## config.mk

```make
export PLATFORM = sky130hd
export DESIGN_NAME = mem_port_arbiter
export DESIGN_NICKNAME = d
export VERILOG_FILES = /design/src/rtl/mem_port_arbiter.sv
export SDC_FILE = /design/constraint.sdc
export NUM_CORES = 1
export LEC_CHECK = 0
export CAP_MARGIN = 10
export CORE_MARGIN = 2
export CORE_UTILIZATION = 38
export CTS_CLUSTER_DIAMETER = 100
export DETAILED_ROUTE_END_ITERATION = 6
export MAX_ROUTING_LAYER = met4
export PLACE_DENSITY_LB_ADDON = 0.15
export SYNTH_ARGS = -nofsm -noshare
export SYNTH_HDL_FRONTEND = slang
export SYNTH_SLANG_ARGS = --single-unit
export TNS_END_PERCENT = 50
```

## constraint.sdc

```tcl
create_clock -name clk -period 1.8 [get_ports clk]
set_clock_uncertainty 0.05 [all_clocks]
set_input_delay 0.18 -clock clk [delete_from_list [all_inputs] [get_ports clk]]
set_output_delay 0.18 -clock clk [all_outputs]
set_load 0.02 [all_outputs]
```

## src/rtl/mem_port_arbiter.sv

```systemverilog
// Arbitrates one single-port memory between instruction fetch and load/store.
// One transaction in flight; load/store wins unless fetch has waited MAX_DSTREAK grants.
module mem_port_arbiter #(
  parameter int ADDR_W      = 32,
  parameter int DATA_W      = 32,
  parameter int MAX_DSTREAK = 4
) (
  input  logic                  clk,
  input  logic                  reset,
  input  logic                  if_req_valid,
  input  logic [ADDR_W-1:0]     if_req_addr,
  output logic                  if_req_ready,
  output logic                  if_rsp_valid,
  output logic [DATA_W-1:0]     if_rsp_data,
  input  logic                  ls_req_valid,
  input  logic                  ls_req_we,
  input  logic [ADDR_W-1:0]     ls_req_addr,
  input  logic [DATA_W-1:0]     ls_req_wdata,
  input  logic [DATA_W/8-1:0]   ls_req_wstrb,
  output logic                  ls_req_ready,
  output logic                  ls_rsp_valid,
  output logic [DATA_W-1:0]     ls_rsp_rdata,
  output logic                  mem_req_valid,
  output logic                  mem_req_we,
  output logic [ADDR_W-1:0]     mem_req_addr,
  output logic [DATA_W-1:0]     mem_req_wdata,
  output logic [DATA_W/8-1:0]   mem_req_wstrb,
  input  logic                  mem_req_ready,
  input  logic                  mem_rsp_valid,
  input  logic [DATA_W-1:0]     mem_rsp_rdata,
  output logic                  busy,
  output logic                  owner,
  output logic                  protocol_err
);

  localparam int STRB_W   = DATA_W / 8;
  localparam int STREAK_W = $clog2(MAX_DSTREAK + 1);
  localparam logic [STREAK_W-1:0] STREAK_MAX = STREAK_W'(MAX_DSTREAK);

  typedef enum logic [1:0] {
    S_IDLE,
    S_REQ,
    S_WAIT_RSP
  } state_t;

  state_t                r_state;
  state_t                w_next_state;
  logic [STREAK_W-1:0]   r_streak;
  logic                  r_owner;
  logic                  r_we;
  logic [ADDR_W-1:0]     r_addr;
  logic [DATA_W-1:0]     r_wdata;
  logic [STRB_W-1:0]     r_wstrb;
  logic                  r_if_rsp_valid;
  logic [DATA_W-1:0]     r_if_rsp_data;
  logic                  r_ls_rsp_valid;
  logic [DATA_W-1:0]     r_ls_rsp_rdata;
  logic                  r_protocol_err;
  logic                  w_grant_if;
  logic                  w_grant_ls;
  logic                  w_rsp_done;

  always_ff @(posedge clk or negedge reset) begin
    if (!reset) begin
      r_state <= S_IDLE;
    end else begin
      r_state <= w_next_state;
    end
  end

  always_comb begin
    w_next_state = r_state;
    case (r_state)
      S_IDLE:     if (w_grant_ls || w_grant_if) w_next_state = S_REQ;
      S_REQ:      if (mem_req_ready) w_next_state = S_WAIT_RSP;
      S_WAIT_RSP: if (mem_rsp_valid) w_next_state = S_IDLE;
      default:    w_next_state = S_IDLE;
    endcase
  end

  // Grants are gated by reset so neither ready can rise while the block is held in reset.
  always_comb begin
    w_grant_ls    = 1'b0;
    w_grant_if    = 1'b0;
    if (r_state == S_IDLE && reset) begin
      w_grant_ls = ls_req_valid && !(if_req_valid && (r_streak == STREAK_MAX));
      w_grant_if = if_req_valid && !w_grant_ls;
    end
    if_req_ready  = w_grant_if;
    ls_req_ready  = w_grant_ls;
    mem_req_valid = (r_state == S_REQ);
    busy          = (r_state != S_IDLE);
  end

  assign w_rsp_done = (r_state == S_WAIT_RSP) && mem_rsp_valid;

  always_ff @(posedge clk or negedge reset) begin
    if (!reset) begin
      r_owner <= 1'b0;
      r_we    <= 1'b0;
      r_addr  <= '0;
      r_wdata <= '0;
      r_wstrb <= '0;
    end else if (w_grant_ls) begin
      r_owner <= 1'b1;
      r_we    <= ls_req_we;
      r_addr  <= ls_req_addr;
      r_wdata <= ls_req_wdata;
      r_wstrb <= ls_req_we ? ls_req_wstrb : '0;
    end else if (w_grant_if) begin
      r_owner <= 1'b0;
      r_we    <= 1'b0;
      r_addr  <= if_req_addr;
      r_wdata <= '0;
      r_wstrb <= '0;
    end
  end

  // The streak only moves while arbitrating; a fetch grant or an absent fetch clears it.
  always_ff @(posedge clk or negedge reset) begin
    if (!reset) begin
      r_streak <= '0;
    end else if (r_state == S_IDLE) begin
      if (!if_req_valid || w_grant_if) begin
        r_streak <= '0;
      end else if (w_grant_ls && (r_streak != STREAK_MAX)) begin
        r_streak <= r_streak + 1'b1;
      end
    end
  end

  always_ff @(posedge clk or negedge reset) begin
    if (!reset) begin
      r_if_rsp_valid <= 1'b0;
      r_if_rsp_data  <= '0;
      r_ls_rsp_valid <= 1'b0;
      r_ls_rsp_rdata <= '0;
    end else begin
      r_if_rsp_valid <= w_rsp_done && !r_owner;
      r_ls_rsp_valid <= w_rsp_done && r_owner;
      if (w_rsp_done && !r_owner) begin
        r_if_rsp_data <= mem_rsp_rdata;
      end
      if (w_rsp_done && r_owner) begin
        r_ls_rsp_rdata <= r_we ? '0 : mem_rsp_rdata;
      end
    end
  end

  always_ff @(posedge clk or negedge reset) begin
    if (!reset) begin
      r_protocol_err <= 1'b0;
    end else if (mem_rsp_valid && (r_state != S_WAIT_RSP)) begin
      r_protocol_err <= 1'b1;
    end
  end

  assign if_rsp_valid  = r_if_rsp_valid;
  assign if_rsp_data   = r_if_rsp_data;
  assign ls_rsp_valid  = r_ls_rsp_valid;
  assign ls_rsp_rdata  = r_ls_rsp_rdata;
  assign mem_req_we    = r_we;
  assign mem_req_addr  = r_addr;
  assign mem_req_wdata = r_wdata;
  assign mem_req_wstrb = r_wstrb;
  assign owner         = r_owner;
  assign protocol_err  = r_protocol_err;

endmodule
```

=== Yosys cells after proc, flatten, opt, wreduce, memory -nomap -nowiden ===
Index checks and enable logic that the tools add are counted.

* Add/subtract/negate cells: 1
* Multipliers: 0
* Div/mod/pow operators: 0
* Magnitude comparators: 0
* Equality and inequality tests: 8
* Shift-type cells: 0
* Multiplexer cells: 19
* Bitwise logic cells: 0
* Reductions and logical operators: 21

{| class="wikitable"
|+ Operator list
! kind !! count
|-
| $mux 32 || 5
|-
| $mux 4 || 3
|-
| $logic_and 1x1->1 || 9
|-
| $mux 2 || 3
|-
| $mux 3 || 2
|-
| $ne 2x2->1 const B || 3
|-
| $pmux 2 s3 || 1
|-
| $reduce_bool 2->1 || 3
|-
| $mux 1 || 5
|-
| $logic_not 1->1 || 4
|-
| $add 3x1->3 const B || 1
|-
| $eq 3x3->1 const B || 1
|-
| $ne 3x3->1 const B || 1
|-
| $reduce_and 3->1 || 1
|-
| $eq 2x1->1 const B || 1
|-
| $eq 2x2->1 const B || 1
|-
| $logic_not 2->1 || 1
|-
| $logic_or 1x1->1 || 2
|-
| $ne 2x1->1 const B || 1
|-
| $reduce_and 2->1 || 1
|}

* Flip-flop bits (word level): 142
* Bits in latches: 0
* RAM bits: 0
* Bits in read-only memories: 0
* Input port bits: 139
* Output and inout bits: 141
* Word-level logic and storage cells: 61
* Memories: 0

=== Longest topological paths before layout ===
* Depth after elaboration: 10
* Depth in mapped cells: 7
* Mapped depth without buffers: 5

=== Worst setup path after synthesis ===
Ideal clock, no wire load.

* Path kind: reg-to-output
* Start point: register r_streak[0]
* End point: output if_req_ready
* Arrival: 1594 ps
* Setup slack: -24 ps
* Stages on the path, launching flop included: 8
* Path buffers: 2
* Cell sequence: dfrtp_1 > inv_1 > ha_1 > nand3_1 > and2_1 > buf_2 > buf_2 > nor2_1

* Word-level cells in the longest chain between the ends: 7

{| class="wikitable"
|+ RTL lines
! what !! line !! source
|-
| start, declared || 48 || <nowiki>logic [STREAK_W-1:0] r_streak;</nowiki>
|-
| start signal, assigned || 127 || <nowiki>r_streak <= r_streak + 1'b1;</nowiki>
|-
| $eq 3x3->1 || 86 || <nowiki>w_grant_ls = ls_req_valid && !(if_req_valid && (r_streak == STREAK_MAX));</nowiki>
|-
| $logic_and 1x1->1 || 86 ||
|-
| $logic_not 1->1 || 86 ||
|-
| $logic_and 1x1->1 || 86 ||
|-
| $logic_not 1->1 || 87 || <nowiki>w_grant_if = if_req_valid && !w_grant_ls;</nowiki>
|-
| $logic_and 1x1->1 || 87 ||
|-
| $mux 1 || 85 || <nowiki>if (r_state == S_IDLE && reset) begin</nowiki>
|-
| end, declared || 12 || <nowiki>output logic if_req_ready,</nowiki>
|}

No other way between the ends.

=== Worst setup path in the final report ===
* Start point: register r_state[0]
* End point: output ls_req_ready

* Word-level cells in the longest chain between the ends: 3

{| class="wikitable"
|+ RTL lines
! what !! line !! source
|-
| start, declared || 46 || <nowiki>state_t r_state;</nowiki>
|-
| start signal, assigned || 67 || <nowiki>r_state <= w_next_state;</nowiki>
|-
| $logic_not 2->1 || 85 ||
|-
| $logic_and 1x1->1 || 85 ||
|-
| $mux 1 || 85 ||
|-
| end, declared || 20 || <nowiki>output logic ls_req_ready,</nowiki>
|}

No other way between the ends.

==> reports/qor.yml <==
drtPass1Iterations: 6
clk_pin_slew_ns: 0.06
p_int_mw: 11.20
p_per_area_nw_per_um2: 1726
track_usage_pct: 22.00
synth_cell_type_count: 24
row_count: 46
viasPerCell: 5.029
gp_congestion: 0.8341
ys_seq_elements: 142
swShare_pct: 36.12
pre_cts_slack_ns: -0.2102
hp-class: "primary input to async pin"
p_sw_mw: 6.332
maxCapViolCount: 0
htreeDepth: 4
io_pins: 280
cp.arrival_ns: 1.60
port_buffers: 279
fmax_mhz: 545.5
worstPathRequired_ns: 1.57
crit_path_start_kind: "flip-flop"
setup_violations: 3
yosysSeqAreaShare_pct: 57.85
fin_nets: 942
path_cells: "or3b_4 -> nor3b_4 -> buf_6"
relSlewSlack_pct: 50.12
detailed_place_hpwl_um: 12240
worstPathMaxFanout: 3
critical-path-slowest-cell: "or3b_4"
dp_cells: 987
clockRootBuffer: "clkbuf_16"
rsz0062_at_grt: "yes"
hold_violations: 38
grt.overflow.total: 0
fin_ws_ns: -0.03321
slew_violations: 0
clkPwrFrac_pct: 19.6
antenna_found_initial: 0
comb_power_share_pct: 49.2
diodes: 0
yosysWarnings: 0
fin_setup_tns_ns: -0.04752
cp-end-kind: "output port"
finalCritPeriodShare_pct: 101.8
drtAntennaViolNets: 0
wl_per_cell_um: 18.14
drive_gt1_share_pct: 17.94
die_h_um: 131.1
worstMarginPinSlew_ns: 0.7483
hold_slack_ns: -0.01132
clockBufferDepth: 2
die_area_um2: 17200
seqPwrFrac_pct: 31.3
cts_sinks: 142
crit_type: "flip-flop to output port"
drtIter0Drc: 264
routed_wl_um: 18690
cts_tree: "done"
grt_pass1_vias: 5395
synthCells: 513
outcome: "finished with violations"
ir_drop_mv: 0.8521
num_vias: 5180
start_util_pct: 38.81
core_um2: 15830
critPathMaxStageDelay_ns: 0.44
die_w_um: 131.1
violations: "hold timing, setup timing"
drc: 0
clk_latency_ns: 0.41
avgSynthCellArea_um2: 11.97
syn_area_um2: 6142
fin_total_pwr_mw: 17.53
p_leak_nw: 4.373
syn2layout_area_growth_pct: 65.39
stdcell_count: 1030
cts_made_buffers: 17
grt_first_pass_wirelength_um: 29150
syn-num-nets: 654
grt_start_max_net_pins: 145
fin_crit_ns: 1.833
nFillCells: 1211
==> synthesized netlist by cell type <==
cell | instances | area (um^2)
a211oi_1 | 32 | 240.2
a21o_1 | 3 | 22.52
a221oi_2 | 32 | 480.5
a22o_1 | 34 | 297.8
a32o_1 | 5 | 50.05
and2_1 | 1 | 6.260
buf_2 | 15 | 75.07
buf_6 | 5 | 56.30
clkbuf_1 | 24 | 90.09
dfrtp_1 | 142 | 3553
ha_1 | 2 | 25.02
inv_1 | 39 | 146.4
mux2_2 | 32 | 360.4
nand2_1 | 33 | 123.9
nand2b_1 | 34 | 212.7
nand3_1 | 1 | 5.000
nand4b_1 | 2 | 17.52
nand4bb_1 | 2 | 22.52
nor2_1 | 35 | 131.4
nor3b_2 | 2 | 25.02
o211ai_1 | 1 | 7.510
o21ai_0 | 35 | 175.2
o2bb2ai_1 | 1 | 8.760
or3b_1 | 1 | 8.760
==> cell type report <==
class	count	area [um^2]	area share, %
Sequential cell	142	3553	34.98
Inverter	39	146.4	1.441
Clock buffer	19	442.9	4.360
Multi-Input combinational cell	288	2331	22.95
Clock inverter	13	140.1	1.379
Tap cell	216	270.3	2.660
Timing Repair Buffer	313	3274	32.23
==> power groups by stage <==
stage / Combinational (mW) / Clock (mW) / Sequential [mW]
2_1_floorplan: 2.37 / 0 / 7.23
3_3_place_gp: 8.11 / 0 / 5.47
3_5_place_dp: 8.24 / 0 / 5.51
4_1_cts: 8.42 / 3.52 / 5.49
5_1_grt: 9.13 / 3.67 / 5.67
6_report: 8.62 / 3.43 / 5.48
==> flip-flops by register name, summed over array words and instances, names as in the netlist <==
register	cells
if_rsp_data	32
if_rsp_valid	1
ls_rsp_rdata	32
ls_rsp_valid	1
mem_req_addr	32
mem_req_wdata	32
mem_req_we	1
mem_req_wstrb	4
owner	1
protocol_err	1
r_state	2
r_streak	3
==> metrics by stage <==
step	cell area (um^2)	utilization, %
CTS	9925	62.70
floorplan	6145	-
finish	10160	64.18
detailed placement	9244	58.40
global placement	9244	58.40
global route	10160	64.18
==> path summary, 6_finish.rpt <==
| path | depth (start not counted) | slack, ns | from | endpoint |
|---|---|---|---|---|
| max reg2reg | 5 | -0.01 | r_state[1] | mem_req_addr[5] |
| min | 3 | -0.01 | reset | owner |
| max in group asynchronous | 3 | 1.22 | reset | if_rsp_data[26] |
| min in group clk | 3 | 0.30 | mem_rsp_rdata[21] | ls_rsp_rdata[21] |
| min reg2reg | 1 | 0.41 | protocol_err | protocol_err |
| max | 3 | -0.03 | r_state[0] | ls_req_ready |
==> cell usage in the layout, fill, tap and decap left out, types with 2 or more instances in the layout <==
master	Yosys	routed
mux2_2	32	32
clkinvlp_4	0	4
clkbuf_16	0	21
nand2b_1	34	33
nor2_1	35	33
a221oi_4	0	4
clkinv_4	0	3
nand4b_1	2	2
nand2_1	33	33
a32o_1	5	5
buf_12	0	7
clkinv_2	0	3
clkdlybuf4s50_1	0	273
a211oi_2	0	2
bufinv_16	0	2
o21ai_0	35	35
a211oi_1	32	30
buf_6	5	7
a22o_1	34	34
dfrtp_1	142	142
a221oi_2	32	28
a21o_1	3	2
buf_4	0	16
inv_1	39	39
nor3b_4	0	2
==> worst max-delay path: cells and delay by family, from the launching register on <==
| kind | cells | cell delay [ns] |
|---|---|---|
| buf+inv | 1 | 0.15 |
| flops | 1 | 0.38 |
| simple gates | 2 | 0.66 |
==> repair_timing <==
item | 4_1_cts | 5_1_grt
pin swaps | 2 | 34
buffers inserted | 2 | 3
gates resized for setup | 23 | 24
hold endpoints to repair | 37 | 0
gates cloned | 2 | 4
setup endpoints to repair | 74 | 71
==> per-layer routing <==
metal / part of all wire, % / track usage (%) / vias up
met1: 42 / 26.45 / 2539
met5: 0 / - / -
met2: 50 / 36.05 / 199
li1: - / - / 2413
met3: 6.2 / 5.671 / 29
met4: 1.9 / 7.911 / 0
==> cells by family (layout without fill, tap and decap cells) <==
| group | count (synthesis) | in the layout | share of synthesized area (%) |
|---|---|---|---|
| compound gates | 143 | 143 | 20.88 |
| fa+ha+maj | 2 | 2 | 0.4073 |
| buf+inv | 83 | 384 | 5.989 |
| mux | 32 | 32 | 5.867 |
| flops | 142 | 142 | 57.85 |
| simple gates | 111 | 111 | 9.004 |
(Power assumes the default switching activity.)
